### config.mk
export PLATFORM = sky130hd
export DESIGN_NAME = vga_timing_generator
export DESIGN_NICKNAME = d
export VERILOG_FILES = /design/src/rtl/vga_timing_generator.sv
export SDC_FILE = /design/constraint.sdc
export NUM_CORES = 1
export LEC_CHECK = 0
export CORE_MARGIN = 4
export CORE_UTILIZATION = 42
export CTS_CLUSTER_SIZE = 16
export DETAILED_ROUTE_END_ITERATION = 6
export MAX_ROUTING_LAYER = met4
export PLACE_DENSITY = 0.76
export SETUP_SLACK_MARGIN = 0.02
export SLEW_MARGIN = 20
export SYNTH_ARGS = -nofsm -noshare
export SYNTH_HDL_FRONTEND = slang
export SYNTH_SLANG_ARGS = --single-unit
### constraint.sdc
create_clock -name clk -period 2.3 [get_ports clk]
set_input_delay 0.345 -clock clk [delete_from_list [all_inputs] [get_ports clk]]
set_output_delay 0.345 -clock clk [all_outputs]
set_load 0.01 [all_outputs]
### src/rtl/vga_timing_generator.sv
// 640x480@60 Hz VGA raster timing: pixel-rate divider, h/v counters, registered sync/coordinate strobes.
// Optional macro VGA_TIMING_SECOND_TICK_EN adds a frame counter and the second_tick output.
module vga_timing_generator #(
   parameter int CLK_DIV           = 2,
   parameter int H_VISIBLE         = 640,
   parameter int H_FRONT           = 16,
   parameter int H_SYNC            = 96,
   parameter int H_BACK            = 48,
   parameter int V_VISIBLE         = 480,
   parameter int V_FRONT           = 10,
   parameter int V_SYNC            = 2,
   parameter int V_BACK            = 33,
   parameter int FRAMES_PER_SECOND = 60
) (
   input  logic clk,
   input  logic reset_n,
   output int   col,
   output int   row,
   output logic hsync,
   output logic vsync,
   output logic visible,
   output logic pixel_en,
   output logic frame_start
`ifdef VGA_TIMING_SECOND_TICK_EN
   ,output logic second_tick
`endif
);

   localparam int H_TOTAL = H_VISIBLE + H_FRONT + H_SYNC + H_BACK;
   localparam int V_TOTAL = V_VISIBLE + V_FRONT + V_SYNC + V_BACK;
   localparam int HW      = $clog2(H_TOTAL + 1);
   localparam int VW      = $clog2(V_TOTAL + 1);
   localparam int DW      = (CLK_DIV > 1) ? $clog2(CLK_DIV) : 1;

   localparam logic [DW-1:0] DIV_LAST = DW'(CLK_DIV - 1);
   localparam logic [HW-1:0] H_LAST   = HW'(H_TOTAL - 1);
   localparam logic [HW-1:0] H_VIS    = HW'(H_VISIBLE);
   localparam logic [HW-1:0] HS_START = HW'(H_VISIBLE + H_FRONT);
   localparam logic [HW-1:0] HS_END   = HW'(H_VISIBLE + H_FRONT + H_SYNC);
   localparam logic [VW-1:0] V_LAST   = VW'(V_TOTAL - 1);
   localparam logic [VW-1:0] V_VIS    = VW'(V_VISIBLE);
   localparam logic [VW-1:0] VS_START = VW'(V_VISIBLE + V_FRONT);
   localparam logic [VW-1:0] VS_END   = VW'(V_VISIBLE + V_FRONT + V_SYNC);

   if ((CLK_DIV < 1) || (FRAMES_PER_SECOND < 1)) begin : g_bad_param
      $error("vga_timing_generator: CLK_DIV and FRAMES_PER_SECOND must be at least 1");
   end

   logic [DW-1:0] div_cnt_r;
   logic [HW-1:0] h_cnt_r;
   logic [VW-1:0] v_cnt_r;
   logic [DW-1:0] div_nxt_s;
   logic [HW-1:0] h_nxt_s;
   logic [VW-1:0] v_nxt_s;
   logic          tick_s;
   logic          visible_s;
   logic          hsync_s;
   logic          vsync_s;
   logic          frame_start_s;

   // Next-state counters; outputs are derived from these so they move on the same edge as the counters.
   always_comb begin
      tick_s    = (div_cnt_r == DIV_LAST);
      div_nxt_s = div_cnt_r;
      h_nxt_s   = h_cnt_r;
      v_nxt_s   = v_cnt_r;
      if (tick_s) begin
         div_nxt_s = {DW{1'b0}};
         if (h_cnt_r == H_LAST) begin
            h_nxt_s = {HW{1'b0}};
            if (v_cnt_r == V_LAST) begin
               v_nxt_s = {VW{1'b0}};
            end else begin
               v_nxt_s = v_cnt_r + 1'b1;
            end
         end else begin
            h_nxt_s = h_cnt_r + 1'b1;
         end
      end else begin
         div_nxt_s = div_cnt_r + 1'b1;
      end
      visible_s     = (h_nxt_s < H_VIS) && (v_nxt_s < V_VIS);
      hsync_s       = !((h_nxt_s >= HS_START) && (h_nxt_s < HS_END));
      vsync_s       = !((v_nxt_s >= VS_START) && (v_nxt_s < VS_END));
      frame_start_s = tick_s && (h_nxt_s == {HW{1'b0}}) && (v_nxt_s == {VW{1'b0}});
   end

   // Counter state and aligned output registers; reset parks the counters at the last pixel of a frame.
   always_ff @(posedge clk) begin
      if (!reset_n) begin
         div_cnt_r   <= {DW{1'b0}};
         h_cnt_r     <= H_LAST;
         v_cnt_r     <= V_LAST;
         hsync       <= 1'b1;
         vsync       <= 1'b1;
         visible     <= 1'b0;
         col         <= 32'd0;
         row         <= 32'd0;
         pixel_en    <= 1'b0;
         frame_start <= 1'b0;
      end else begin
         div_cnt_r   <= div_nxt_s;
         h_cnt_r     <= h_nxt_s;
         v_cnt_r     <= v_nxt_s;
         hsync       <= hsync_s;
         vsync       <= vsync_s;
         visible     <= visible_s;
         col         <= visible_s ? 32'(h_nxt_s) : 32'd0;
         row         <= visible_s ? 32'(v_nxt_s) : 32'd0;
         pixel_en    <= tick_s;
         frame_start <= frame_start_s;
      end
   end

`ifdef VGA_TIMING_SECOND_TICK_EN
   localparam int FW = (FRAMES_PER_SECOND > 1) ? $clog2(FRAMES_PER_SECOND) : 1;
   localparam logic [FW-1:0] F_LAST = FW'(FRAMES_PER_SECOND - 1);

   logic [FW-1:0] fcnt_r;

   // Frame counter; second_tick fires on the frame_start that wraps it.
   always_ff @(posedge clk) begin
      if (!reset_n) begin
         fcnt_r      <= {FW{1'b0}};
         second_tick <= 1'b0;
      end else begin
         second_tick <= frame_start_s && (fcnt_r == F_LAST);
         if (frame_start_s) begin
            if (fcnt_r == F_LAST) begin
               fcnt_r <= {FW{1'b0}};
            end else begin
               fcnt_r <= fcnt_r + 1'b1;
            end
         end else begin
            fcnt_r <= fcnt_r;
         end
      end
   end
`endif

endmodule

==> results of run 1 <==
registers in the layout, summed over array words and instances (netlist names):
register     cells
col             10
h_cnt_r         10
row             10
v_cnt_r         10
div_cnt_r        1
frame_start      1
hsync            1
pixel_en         1
visible          1
vsync            1
routing by layer:
metal | vias up | track usage, % | part of all wire [%]
met2 | 75 | 23.2 | 47
met4 | 0 | 4.98 | 1.1
met3 | 5 | 3.80 | 7.7
met1 | 836 | 19.8 | 44
li1 | 894 | - | -
met5 | - | - | 0
tightest hold or removal path, cell delays in order (launching register included):
cell,delay (ns)
dfxtp_2,0.38
xor2_1,0.13
nor2_1,0.09
per-stage QoR:
| step | hold WS, ns | total power [mW] |
|---|---|---|
| finish | 0.627 | 2.33 |
| global route | 0.645 | 2.47 |
| CTS | 0.616 | 2.25 |
| detailed placement | 0.597 | 1.63 |
| global placement | 0.597 | 1.63 |
| floorplan | 0.526 | 1.51 |
Yosys cell counts (4+ instances only):
library cell / number
nand2_1: 19
nor3_1: 7
nor2_1: 39
o21ai_0: 8
buf_4: 44
xnor2_1: 5
nor3b_1: 4
a21oi_1: 7
dfxtp_1: 46
nand4_1: 4
inv_1: 7
xor2_1: 5
nand3_1: 10
where the power goes:
part           internal [mW]  total, mW  switching (mW)
logic                  0.363      0.794           0.432
registers              0.868      0.934          0.0653
clock network          0.326      0.604           0.279
total                   1.56       2.33           0.776
timing repair:
item                                    in CTS  in global routing
hold endpoints to repair                     0                  0
pin swaps                                    0                  5
gates cloned                                 0                  1
endpoints found under the setup margin       6                 21
buffers inserted                             0                  8
gates resized for setup                      1                 14
kinds of logic (layout without fill, tap and decap cells):
kind of cell | after synthesis | after routing | synth area share (%)
xor+xnor | 10 | 10 | 3.76
mux | 1 | 1 | 0.484
fa+ha+maj | 3 | 3 | 1.61
compound gates | 30 | 30 | 9.57
buf+inv | 62 | 68 | 19.2
flops | 46 | 46 | 39.5
simple gates | 110 | 110 | 25.7
other cells | 1 | 45 | 0.161
area by class of cell:
type / count / area, um2 / area share, %
clock inverters: 3 / 43.8 / 1.56
flip-flops and latches: 46 / 925 / 33.0
clock buffers: 5 / 68.8 / 2.46
inverters: 7 / 26.3 / 0.938
repair buffers: 53 / 487 / 17.4
well taps: 70 / 87.6 / 3.13
multi-input cells: 199 / 1160 / 41.5
how the worst max path moves through the flow:
stage / cells past startpoint / endpoint / from
global route: 8 / row[1] / h_cnt_r[7]
floorplan: 10 / row[5] / v_cnt_r[0]
detailed placement: 8 / row[1] / h_cnt_r[1]
finish: 8 / row[3] / h_cnt_r[7]
global placement: 8 / row[1] / h_cnt_r[1]
CTS: 7 / row[1] / h_cnt_r[5]
==> impl_metrics.json, run 1 <==
{
  "vias": 1810,
  "slowest_delay_ns": 0.39,
  "finalHoldViolations": 0,
  "netlist.area_leader.share_pct": 39.5,
  "cts_tree": "built",
  "synth_seq_area_share_pct": 39.5,
  "final_cell_mix": "45 x conb_1, 43 x dfxtp_1, 39 x nor2_1",
  "dpl.hpwl_um": 3630,
  "synthCells": 263,
  "crit_chain": "nor4b_4, and4_4, and3_2, o221ai_2, o311ai_2, buf_4, buf_4, nor2_1",
  "crit_top_cell": "buf_4",
  "clockBufferDepth": 2,
  "hold_depth": 2,
  "die_y_um": 82.5,
  "rr_startpoint": "h_cnt_r[7]",
  "peakVddDrop_mv": 0.434,
  "finalCritPeriodShare_pct": 96.7,
  "crit_required_ns": 2.48,
  "cts_made_buffers": 5,
  "syn_avg_cell_area_um2": 8.85,
  "clock.fmax_mhz": 450,
  "antenna_found_initial": 0,
  "grt_max_degree": 16,
  "drc": 0,
  "design_area_um2": 2800,
  "slew_violations": 0,
  "cp-end-kind": "flip-flop",
  "hold_end": "h_cnt_r[6]",
  "synthArstFlopShare_pct": 0,
  "dp_slack_ns": 0.0261,
  "yosys-top-cells-area": "dfxtp_1 40%, buf_4 14%, nor2_1 6.3%, nand2_1 3.1%, nand3_1 2.1%",
  "crit_slowest_cell": "nor4b_4",
  "setup_slack_ns": 0.0763,
  "cap_violations": 0,
  "critical_path.top_delay_family": "simple AND/OR/NAND/NOR gates",
  "reg2reg_depth": 8,
  "yosys_warnings": 0,
  "stdcell_count": 383,
  "final_util_pct": 53.5,
  "dp_cells": 366,
  "antenna_left": 0,
  "p_per_area_nw_per_um2": 833,
  "start_util_pct": 44.5,
  "nets": 317,
  "critPathBufInv": 2,
  "setup_viol": 0,
  "min_from": "h_cnt_r[6]",
  "place_congestion": 0.855,
  "synth_edf_count": 0,
  "min_period_ns": 2.22,
  "cellLeakagePower_nw": 1.12,
  "regToRegEndpoint": "row[3]",
  "cts_num_sinks": 46,
  "die_area_um2": 6800,
  "first_global_vias": 1564,
  "crit_type": "reg -> reg",
  "clk_transition_reported_paths_ns": 0.09,
  "hold_buffers": 0,
  "pin_count": 71,
  "crit_fanout": 7,
  "via_per_inst": 4.73,
  "synth.cell_area_um2": 2330,
  "grt_pass1_wl_um": 7530,
  "ys_seq_elements": 46,
  "yosysTopAreaCell": "dfxtp_1",
  "cp.arrival_ns": 2.40,
  "htreeDepth": 2,
  "insertion_delay_ns": 0.30,
  "coreArea_um2": 5240,
  "start_kind": "flip-flop",
  "grt_util_all_layers_pct": 15.3,
  "status": "finished, final reports clean",
  "synthFlopType": "dfxtp_1",
  "regToRegSetupSlack_ns": 0.08,
  "io_buffers": 26,
  "num-fill-cells": 484,
  "antennaDiodeCount": 0,
  "die_w_um": 82.5,
  "drive_gt1_share_pct": 19.2,
  "drt-total-wl_um": 4940,
  "final_common_cell": "conb_1",
  "fin_skew_ns": 0.00653,
  "drt_iter0_drc": 102,
  "drt-pass1-iter-count": 4,
  "root_buffer": "clkbuf_8",
  "placed_cell_area_um2": 2560,
  "rows": 26,
  "ys_types": 53,
  "syn_to_final_growth_pct": 20.3,
  "fin_setup_tns_ns": 0,
  "hp-class": "reg -> reg",
  "wire_per_inst_um": 12.9,
  "grt_overflow": 0
}
(Power assumes the default switching activity.)
==> inputs of run 2 (changes only) <==
- CORE_MARGIN: 4 -> not set
- HOLD_SLACK_MARGIN: not set -> 0.02
==> run 2 against run 1 <==
  * Critical path depth unchanged
  * Routed wire length increased by 1.5%
  * Register-to-register slack got worse by 0.02 ns
  * Utilization increased by 0.69 points
  * Via count increased by 2.5%
  * Combinational power increased by 5.3%
  * Worst hold slack got worse by 0.048 ns
  * Largest cell class unchanged
  * Total power decreased by 2.6%
  * Sequential power increased by 0.5%
  * Flip-flop and latch count unchanged
  * Clock skew increased by 0.0021 ns
  * Critical endpoint is now row[1]
  * Critical path type unchanged
==> impl_metrics.json, run 2 (synthesis gave the netlist of run 1 again) <==
{
  "status": "finished, final reports clean",
  "root_buffer": "clkbuf_8",
  "hp-class": "reg -> reg",
  "cp-end-kind": "flip-flop",
  "grt_util_all_layers_pct": 17.6,
  "crit_slowest_cell": "nor4b_4",
  "final_common_cell": "conb_1",
  "fin_skew_ns": 0.00865,
  "htreeDepth": 2,
  "stdcell_count": 384,
  "slowest_delay_ns": 0.38,
  "vias": 1856,
  "grt_pass1_wl_um": 7930,
  "drive_gt1_share_pct": 21.7,
  "crit_top_cell": "buf_4",
  "peakVddDrop_mv": 0.385,
  "clockBufferDepth": 2,
  "via_per_inst": 4.83,
  "drt_iter0_drc": 218,
  "finalHoldViolations": 0,
  "first_global_vias": 1654,
  "nets": 318,
  "grt_setup_unrepaired": "true",
  "min_period_ns": 2.24,
  "cellLeakagePower_nw": 1.13,
  "cp.arrival_ns": 2.42,
  "coreArea_um2": 5240,
  "die_w_um": 76.5,
  "switching_share_pct": 35.4,
  "drt-pass1-iter-count": 4,
  "wire_per_inst_um": 13.1,
  "num-fill-cells": 492,
  "rows": 26,
  "insertion_delay_ns": 0.30,
  "dp_cells": 368,
  "start_util_pct": 44.5,
  "clock.fmax_mhz": 446,
  "crit_chain": "nor4b_4, nand4_4, nor3_4, o221ai_4, o311ai_4, buf_4, buf_4, nor2_1",
  "syn_to_final_growth_pct": 21.8,
  "critical_path.top_delay_family": "simple AND/OR/NAND/NOR gates",
  "placed_cell_area_um2": 2570,
  "combPwrFrac_pct": 36.8,
  "final_cell_mix": "45 x conb_1, 39 x dfxtp_1, 38 x nor2_1",
  "crit_type": "reg -> reg",
  "start_kind": "flip-flop",
  "setup_viol": 0,
  "antenna_left": 0,
  "antenna_found_initial": 0,
  "grt_max_degree": 17,
  "antennaDiodeCount": 0,
  "power_switching_mw": 0.805,
  "cts_tree": "built",
  "finalCritPeriodShare_pct": 97.4,
  "pwr-share-seq_pct": 41.4,
  "place_congestion": 0.905,
  "drt-total-wl_um": 5010,
  "drc": 0,
  "crit_fanout": 8,
  "critPathBufInv": 2,
  "p_per_area_nw_per_um2": 801,
  "cts_num_sinks": 46,
  "pin_count": 71,
  "io_buffers": 26,
  "die_area_um2": 5850,
  "die_y_um": 76.5,
  "design_area_um2": 2840,
  "clk_transition_reported_paths_ns": 0.09,
  "crit_required_ns": 2.48,
  "power.internal_mw": 1.47,
  "cts_made_buffers": 5,
  "cap_violations": 0,
  "clockPowerShare_pct": 21.8,
  "final_util_pct": 54.2,
  "slew_violations": 0,
  "dpl.hpwl_um": 3610,
  "grt_overflow": 0
}
## run 2: cell count changes in the layout (fill, tap and decap cells not counted), moves of 2 or more
cell,change
dfxtp_1,-4
dfxtp_2,+3
nor3_4,+2
clkinvlp_4,+2
buf_6,+3
## run 2: final timing paths
path | slack (ns) | depth (start not counted) | to | startpoint
setup / recovery | 0.06 | 8 | row[1] | h_cnt_r[7]
setup reg to reg | 0.06 | 8 | row[1] | h_cnt_r[7]
hold reg to reg | 0.58 | 2 | h_cnt_r[2] | h_cnt_r[2]
hold / removal | 0.58 | 2 | h_cnt_r[2] | h_cnt_r[2]
## run 2: area by class of cell
class,instances,area [um2],area share [%]
multi-input cells,199,1210,42.7
flip-flops and latches,46,932,32.9
repair buffers,54,485,17.1
well taps,70,87.6,3.09
clock buffers,5,68.8,2.43
inverters,7,26.3,0.926
clock inverters,3,23.8,0.838
## run 2: what timing repair did
action / in CTS / in global routing
resized for setup: 0 / 33
buffers inserted: 0 / 6
endpoints found under the hold margin: 0 / 0
hold buffers: 0 / 0
setup endpoints to repair: 0 / 22
## run 2: metrics by stage
step / hold WS [ns] / setup WS (ns) / power (mW) / TNS (ns)
final: 0.579 / 0.0593 / 2.27 / 0
after CTS: 0.635 / 0.0222 / 2.16 / 0
after detailed placement: 0.607 / 0.0622 / 1.66 / 0
after floorplan: 0.526 / 0.117 / 1.51 / 0
after global placement: 0.594 / 0.134 / 1.65 / 0
after global routing: 0.620 / -0.0356 / 2.42 / -0.121
## run 2: power groups by stage
stage	Sequential (mW)	Combinational, mW	Clock, mW
after floorplan	0.949	0.564	0
after global placement	0.947	0.702	0
after detailed placement	0.949	0.709	0
after CTS	0.931	0.713	0.513
after global routing	0.951	0.919	0.554
final	0.939	0.836	0.496
## run 2: per-layer routing
layer	track usage, %	routed length (um)	vias up
li1	-	-	902
met2	28.7	2500	79
met4	6.92	78	0
met3	3.83	294	8
met5	-	0	-
met1	21.0	2140	867
## run 2: tightest hold or removal path, cell delays in order, from the launching register on
cell,delay [ns]
dfxtp_2,0.40
xor2_1,0.10
nand2_1,0.06
